**src/rtl/mod_sequencer_if.sv**
```systemverilog
// rtl/mod_sequencer_if.sv - request/result and ALU-borrow bundle for the modulo sequencer
interface mod_sequencer_if;
    logic        start;
    logic [31:0] dividend;
    logic [31:0] divisor;
    logic        busy;
    logic        done;
    logic [31:0] remainder;
    logic [31:0] quotient;
    logic        div_by_zero;
    logic [31:0] alu_src1;
    logic [31:0] alu_src2;
    logic [2:0]  alu_ctr;
    logic [31:0] alu_result;

    // Requester side: issues operations and supplies the combinational ALU result.
    modport master (
        output start, dividend, divisor, alu_result,
        input  busy, done, remainder, quotient, div_by_zero,
               alu_src1, alu_src2, alu_ctr
    );

    // Sequencer side.
    modport slave (
        input  start, dividend, divisor, alu_result,
        output busy, done, remainder, quotient, div_by_zero,
               alu_src1, alu_src2, alu_ctr
    );
endinterface

```
**src/rtl/mod_sequencer.sv**
```systemverilog
// rtl/mod_sequencer.sv - repeated-subtraction remainder engine that borrows the shared ALU
module mod_sequencer #(
    parameter logic [2:0] CTR_SLT  = 3'b100,
    parameter logic [2:0] CTR_SUB  = 3'b110,
    parameter logic [2:0] CTR_IDLE = 3'b000
) (
    input  logic          clk,
    input  logic          rst_n,
    mod_sequencer_if.slave bus
);

    typedef enum logic [1:0] {
        S_IDLE = 2'd0,
        S_CMP  = 2'd1,
        S_SUB  = 2'd2,
        S_DONE = 2'd3
    } state_t;

    state_t      state_q, state_d;
    logic [31:0] rem_q, rem_d;
    logic [31:0] div_q, div_d;
    logic [31:0] quo_q, quo_d;
    logic        dbz_q, dbz_d;
    logic [31:0] alu_src1_d;
    logic [31:0] alu_src2_d;
    logic [2:0]  alu_ctr_d;

    // State and datapath registers; reset aborts any operation in flight.
    always_ff @(posedge clk or negedge rst_n) begin
        if (!rst_n) begin
            state_q <= S_IDLE;
            rem_q   <= 32'd0;
            div_q   <= 32'd0;
            quo_q   <= 32'd0;
            dbz_q   <= 1'b0;
        end else begin
            state_q <= state_d;
            rem_q   <= rem_d;
            div_q   <= div_d;
            quo_q   <= quo_d;
            dbz_q   <= dbz_d;
        end
    end

    // Next-state and ALU drive; ALU outputs depend on registered state only.
    always_comb begin
        state_d    = state_q;
        rem_d      = rem_q;
        div_d      = div_q;
        quo_d      = quo_q;
        dbz_d      = dbz_q;
        alu_src1_d = 32'd0;
        alu_src2_d = 32'd0;
        alu_ctr_d  = CTR_IDLE;

        case (state_q)
            S_IDLE: begin
                if (bus.start) begin
                    rem_d = bus.dividend;
                    quo_d = 32'd0;
                    if (bus.divisor == 32'd0) begin
                        // Zero divisor: finish immediately without touching the ALU.
                        dbz_d   = 1'b1;
                        state_d = S_DONE;
                    end else begin
                        div_d   = bus.divisor;
                        dbz_d   = 1'b0;
                        state_d = S_CMP;
                    end
                end
            end
            S_CMP: begin
                alu_src1_d = rem_q;
                alu_src2_d = div_q;
                alu_ctr_d  = CTR_SLT;
                state_d    = bus.alu_result[0] ? S_DONE : S_SUB;
            end
            S_SUB: begin
                alu_src1_d = rem_q;
                alu_src2_d = div_q;
                alu_ctr_d  = CTR_SUB;
                rem_d      = bus.alu_result;
                quo_d      = quo_q + 32'd1;
                state_d    = S_CMP;
            end
            S_DONE: begin
                state_d = S_IDLE;
            end
            default: begin
                state_d = S_IDLE;
            end
        endcase
    end

    assign bus.busy        = (state_q == S_CMP) || (state_q == S_SUB);
    assign bus.done        = (state_q == S_DONE);
    assign bus.remainder   = rem_q;
    assign bus.quotient    = quo_q;
    assign bus.div_by_zero = dbz_q;
    assign bus.alu_src1    = alu_src1_d;
    assign bus.alu_src2    = alu_src2_d;
    assign bus.alu_ctr     = alu_ctr_d;

endmodule

```
**src/flat_wrapper.sv**
```systemverilog
// flat-port wrapper written by rule: the top's interface ports become plain ports
module mod_sequencer_flat 
#(
    parameter logic [2:0] CTR_SLT  = 3'b100,
    parameter logic [2:0] CTR_SUB  = 3'b110,
    parameter logic [2:0] CTR_IDLE = 3'b000
)
  (clk, rst_n, bus_start, bus_dividend, bus_divisor, bus_alu_result, bus_busy, bus_done, bus_remainder, bus_quotient, bus_div_by_zero, bus_alu_src1, bus_alu_src2, bus_alu_ctr);
  mod_sequencer_if bus_i ();
  input  logic clk;
  input  logic rst_n;
  input wire logic [$bits(bus_i.start)-1:0] bus_start;
  input wire logic [$bits(bus_i.dividend)-1:0] bus_dividend;
  input wire logic [$bits(bus_i.divisor)-1:0] bus_divisor;
  input wire logic [$bits(bus_i.alu_result)-1:0] bus_alu_result;
  output wire logic [$bits(bus_i.busy)-1:0] bus_busy;
  output wire logic [$bits(bus_i.done)-1:0] bus_done;
  output wire logic [$bits(bus_i.remainder)-1:0] bus_remainder;
  output wire logic [$bits(bus_i.quotient)-1:0] bus_quotient;
  output wire logic [$bits(bus_i.div_by_zero)-1:0] bus_div_by_zero;
  output wire logic [$bits(bus_i.alu_src1)-1:0] bus_alu_src1;
  output wire logic [$bits(bus_i.alu_src2)-1:0] bus_alu_src2;
  output wire logic [$bits(bus_i.alu_ctr)-1:0] bus_alu_ctr;
  assign bus_i.start = bus_start;
  assign bus_i.dividend = bus_dividend;
  assign bus_i.divisor = bus_divisor;
  assign bus_i.alu_result = bus_alu_result;
  assign bus_busy = bus_i.busy;
  assign bus_done = bus_i.done;
  assign bus_remainder = bus_i.remainder;
  assign bus_quotient = bus_i.quotient;
  assign bus_div_by_zero = bus_i.div_by_zero;
  assign bus_alu_src1 = bus_i.alu_src1;
  assign bus_alu_src2 = bus_i.alu_src2;
  assign bus_alu_ctr = bus_i.alu_ctr;
  mod_sequencer #(.CTR_SLT(CTR_SLT), .CTR_SUB(CTR_SUB), .CTR_IDLE(CTR_IDLE)) u_core (.clk(clk), .rst_n(rst_n), .bus(bus_i));
endmodule
```
**config.mk**
```make
export PLATFORM = sky130hd
export DESIGN_NAME = mod_sequencer_flat
export DESIGN_NICKNAME = d
export VERILOG_FILES = /design/src/rtl/mod_sequencer_if.sv /design/src/rtl/mod_sequencer.sv /design/src/flat_wrapper.sv
export SDC_FILE = /design/constraint.sdc
export NUM_CORES = 1
export LEC_CHECK = 0
export CORE_UTILIZATION = 35
export DETAILED_ROUTE_END_ITERATION = 6
export PLACE_DENSITY_LB_ADDON = 0.25
export SLEW_MARGIN = 15
export SYNTH_ARGS = -nofsm -noshare
export SYNTH_HDL_FRONTEND = slang
export SYNTH_SLANG_ARGS = --single-unit
```
**constraint.sdc**
```tcl
create_clock -name clk -period 2.66 [get_ports clk]
set_input_delay 0.266 -clock clk [delete_from_list [all_inputs] [get_ports clk]]
set_output_delay 0.266 -clock clk [all_outputs]
set_load 0.02 [all_outputs]
```
==> impl_metrics.toml <==
[timing]
final_max_slew_viol_count = 0
period_share_pct = 94.6
period_minus_slack_ps = 2520
worst_slew_pin_slew_ps = 574
fin_setup_tns_ps = 0
finalSetupViolCount = 0
slew_headroom_pct = 61.7
worst_slack_ps = 143
fmax_mhz = 397
skew_ps = 9.34
rsz0062_at_grt = "false"
hold_viol_final = 0

[global_route]
antenna_found_initial = 1
grt_overflow_total = 0
grt_pass1_vias = 4619
grt_usage_pct = 20.3
busiest_layer = "met2"
grt_pass1_wl_mm = 23.5
globalRouteMet3Util_pct = 5.67
use_met2_pct = 33.4
grt_max_degree = 72
grtUsageMet1_pct = 25.6

[synthesis]
yosys.area_share.adder_pct = 1.22
synth.distinct_cells = 39
synth.avg_cell_area_um2 = 10.2
ys_ff_latch = 99
synth_area_leaders = "dfrtp_1 48%, and2_1 7.8%, mux2_2 7.5%"
synth_top_family_by_area = "simple AND/OR/NAND/NOR gates"
synth_xor_area_share_pct = 1.03
syn_inst = 504
synthArstFlopShare_pct = 100
synth_compound_area_share_pct = 9.93
synth_simple_gate_area_share_pct = 22.0
synthMuxAreaShare_pct = 14.4
yosysWarnings = 0
yosys-top-cells-count = "99 x dfrtp_1, 64 x and2_1, 49 x nand2_1, 44 x o21ai_0"
synth-main-ff-cell = "dfrtp_1"
yosysMostFrequentCell = "dfrtp_1"
synth_edf_count = 0
syn_area_um2 = 5120
synth_top_area_share_pct = 48.4
ys_seq_area_share_pct = 48.4
yosysTopAreaCell = "dfrtp_1"
synthesis.nets = 608

[clock_network]
cts_sinks = 99
clockBufferDepth = 2
ctsResizeCount = 0
htree_levels = 3
insertion_delay_ps = 350
root_buffer = "clkbuf_16"
postCtsSetupRepairBufs = 0
cts_tree = "done"
path_clk_slew_ps = 70
cts_buffers = 9

[worst_setup_path]
cp.required_ps = 2390
slowest_delay_ps = 620
end_kind = "output port"
critPathLaunchType = "flop"
crit_fanout = 66
worst-endpoint-arrival_ps = 2250
critPathSlowestCell = "clkdlybuf4s50_1"
critical_path.cell_chain = "inv_1 > ha_1 > buf_12 > and2_1 > clkdlybuf4s50_1"
critPathKind = "flop to output port"

[floorplan]
chipHeight_um = 123
die-area_um2 = 15100
die_w_um = 123
core-area_um2 = 14100
start_util_pct = 36.3
io_pins = 233
num_rows = 43

[detailed_routing]
vias_per_cell = 5.14
via_count = 4669
firstDrtPassIters = 4
drtIter0Drc = 261
wl_per_cell_um = 16.6
ant_nets = 0
drc_errors = 0
drt-total-wl_mm = 15.1

[pwr]
p_leak_nw = 3.18
worst_ir_drop_vdd_v = 0.000848
totalPowerFinal_mw = 9.46
powerDensity_nw_per_um2 = 1190

[place]
place_congestion = 0.859
dp_hpwl_mm = 11.4
place_worst_setup_slack_ps = 237
numPortBuffers = 231

[min_path]
min_path_type = "input port to asynchronous set/reset pin"

[cells_and_area]
drive_above_1_share_pct = 8.80
fin_nets = 826
nFillCells = 1252
syn_to_final_growth_pct = 55.7

[outcome]
status = "finished, final reports clean"

[flow_run]
maxCapViolations = 0
## final timing paths
path                                        start                 endpoint  slack (ps)  cells past startpoint
min                                         rst_n  u_core.bus.quotient[18]         440                      2
max                             u_core.state_q[0]         bus_alu_src1[25]         140                      5
min reg2reg                u_core.bus.div_by_zero   u_core.bus.div_by_zero         490                      2
min in group clk           u_core.bus.div_by_zero   u_core.bus.div_by_zero         490                      2
max reg2reg                     u_core.state_q[0]  u_core.bus.quotient[30]         230                      6
max in group asynchronous                   rst_n   u_core.bus.quotient[3]        1510                      3
## sequential cells by signal, summed over array words and instances, names as in the netlist
name / cells
u_core.bus.quotient: 32
u_core.bus.remainder: 32
u_core.div_q: 32
u_core.state_q: 2
u_core.bus.div_by_zero: 1
## report_power, final
group,internal [mW],total [mW],switching [mW]
registers,2.04,2.43,0.387
clock network,0.831,1.43,0.598
logic,2.73,5.60,2.87
## per-layer routing
metal	up-vias	part of all wire, %	routed length [um]
met1	2232	41	6200
met4	0	2.1	322
li1	2242	-	-
met3	22	6.8	1030
met2	173	50	7570
met5	-	0	0
## cells by family (layout without fill, tap and decap cells)
kind of cell / Yosys count / in the layout
AO/OA/AOI/OAI: 88 / 88
XOR/XNOR: 6 / 6
adder cells (fa/ha/maj): 5 / 5
buffers and inverters: 37 / 260
flip-flops: 99 / 99
multiplexers: 69 / 69
other: 1 / 2
AND/OR/NAND/NOR: 199 / 199
## repair_timing
item | CTS | global route
endpoints found under the hold margin | 39 | 0
endpoints found under the setup margin | 0 | 0
hold buffers | 1 | 0
## critical path, delay by kind of cell (launching register included)
family | cells | cell delay, ps
buffers and inverters | 3 | 950
adders and majority gates | 1 | 340
DFF | 1 | 400
and+or+nand+nor | 1 | 190
## layout make-up
type                            count  area (um^2)  area share (%)
Antenna cell                        1         2.50          0.0314
Clock buffer                        9          225            2.83
Clock inverter                      7         98.8            1.24
Inverter                            4         15.0           0.188
Tap cell                          180          225            2.83
Timing Repair Buffer              240         2420            30.3
Sequential cell                    99         2480            31.1
Multi-Input combinational cell    368         2500            31.4
## per-stage QoR
step	std cells	utilization, %	hold WS [ps]	area (um^2)
3_5_place_dp	890	54.1	282	7630
6_report	908	56.5	435	7970
5_1_grt	907	56.5	490	7960
3_3_place_gp	890	54.1	281	7630
4_1_cts	907	56.5	456	7960
2_1_floorplan	504	-	-29.6	5120
## placed cells by master (no fill, tap or decap), drive strengths merged, types with 2 or more instances in the layout
cell / Yosys / routed
a21oi: 20 / 20
a31oi: 2 / 2
and2: 64 / 64
and3: 7 / 7
and4: 8 / 8
buf: 8 / 9
bufinv: 0 / 2
clkbuf: 25 / 9
clkdlybuf4s50: 0 / 230
clkinv: 0 / 2
dfrtp: 99 / 99
ha: 5 / 5
inv: 4 / 6
mux2: 34 / 34
mux2i: 35 / 35
nand2: 49 / 49
nand2b: 4 / 4
nand3: 12 / 12
nand4: 13 / 13
nor2: 8 / 8
nor3: 2 / 2
nor4: 9 / 9
o21ai: 44 / 44
o311ai: 3 / 3
o31ai: 12 / 12
o41ai: 3 / 3
or3: 7 / 7
or4: 13 / 13
xnor2: 3 / 3
xor2: 3 / 3
(Power assumes the default switching activity.)
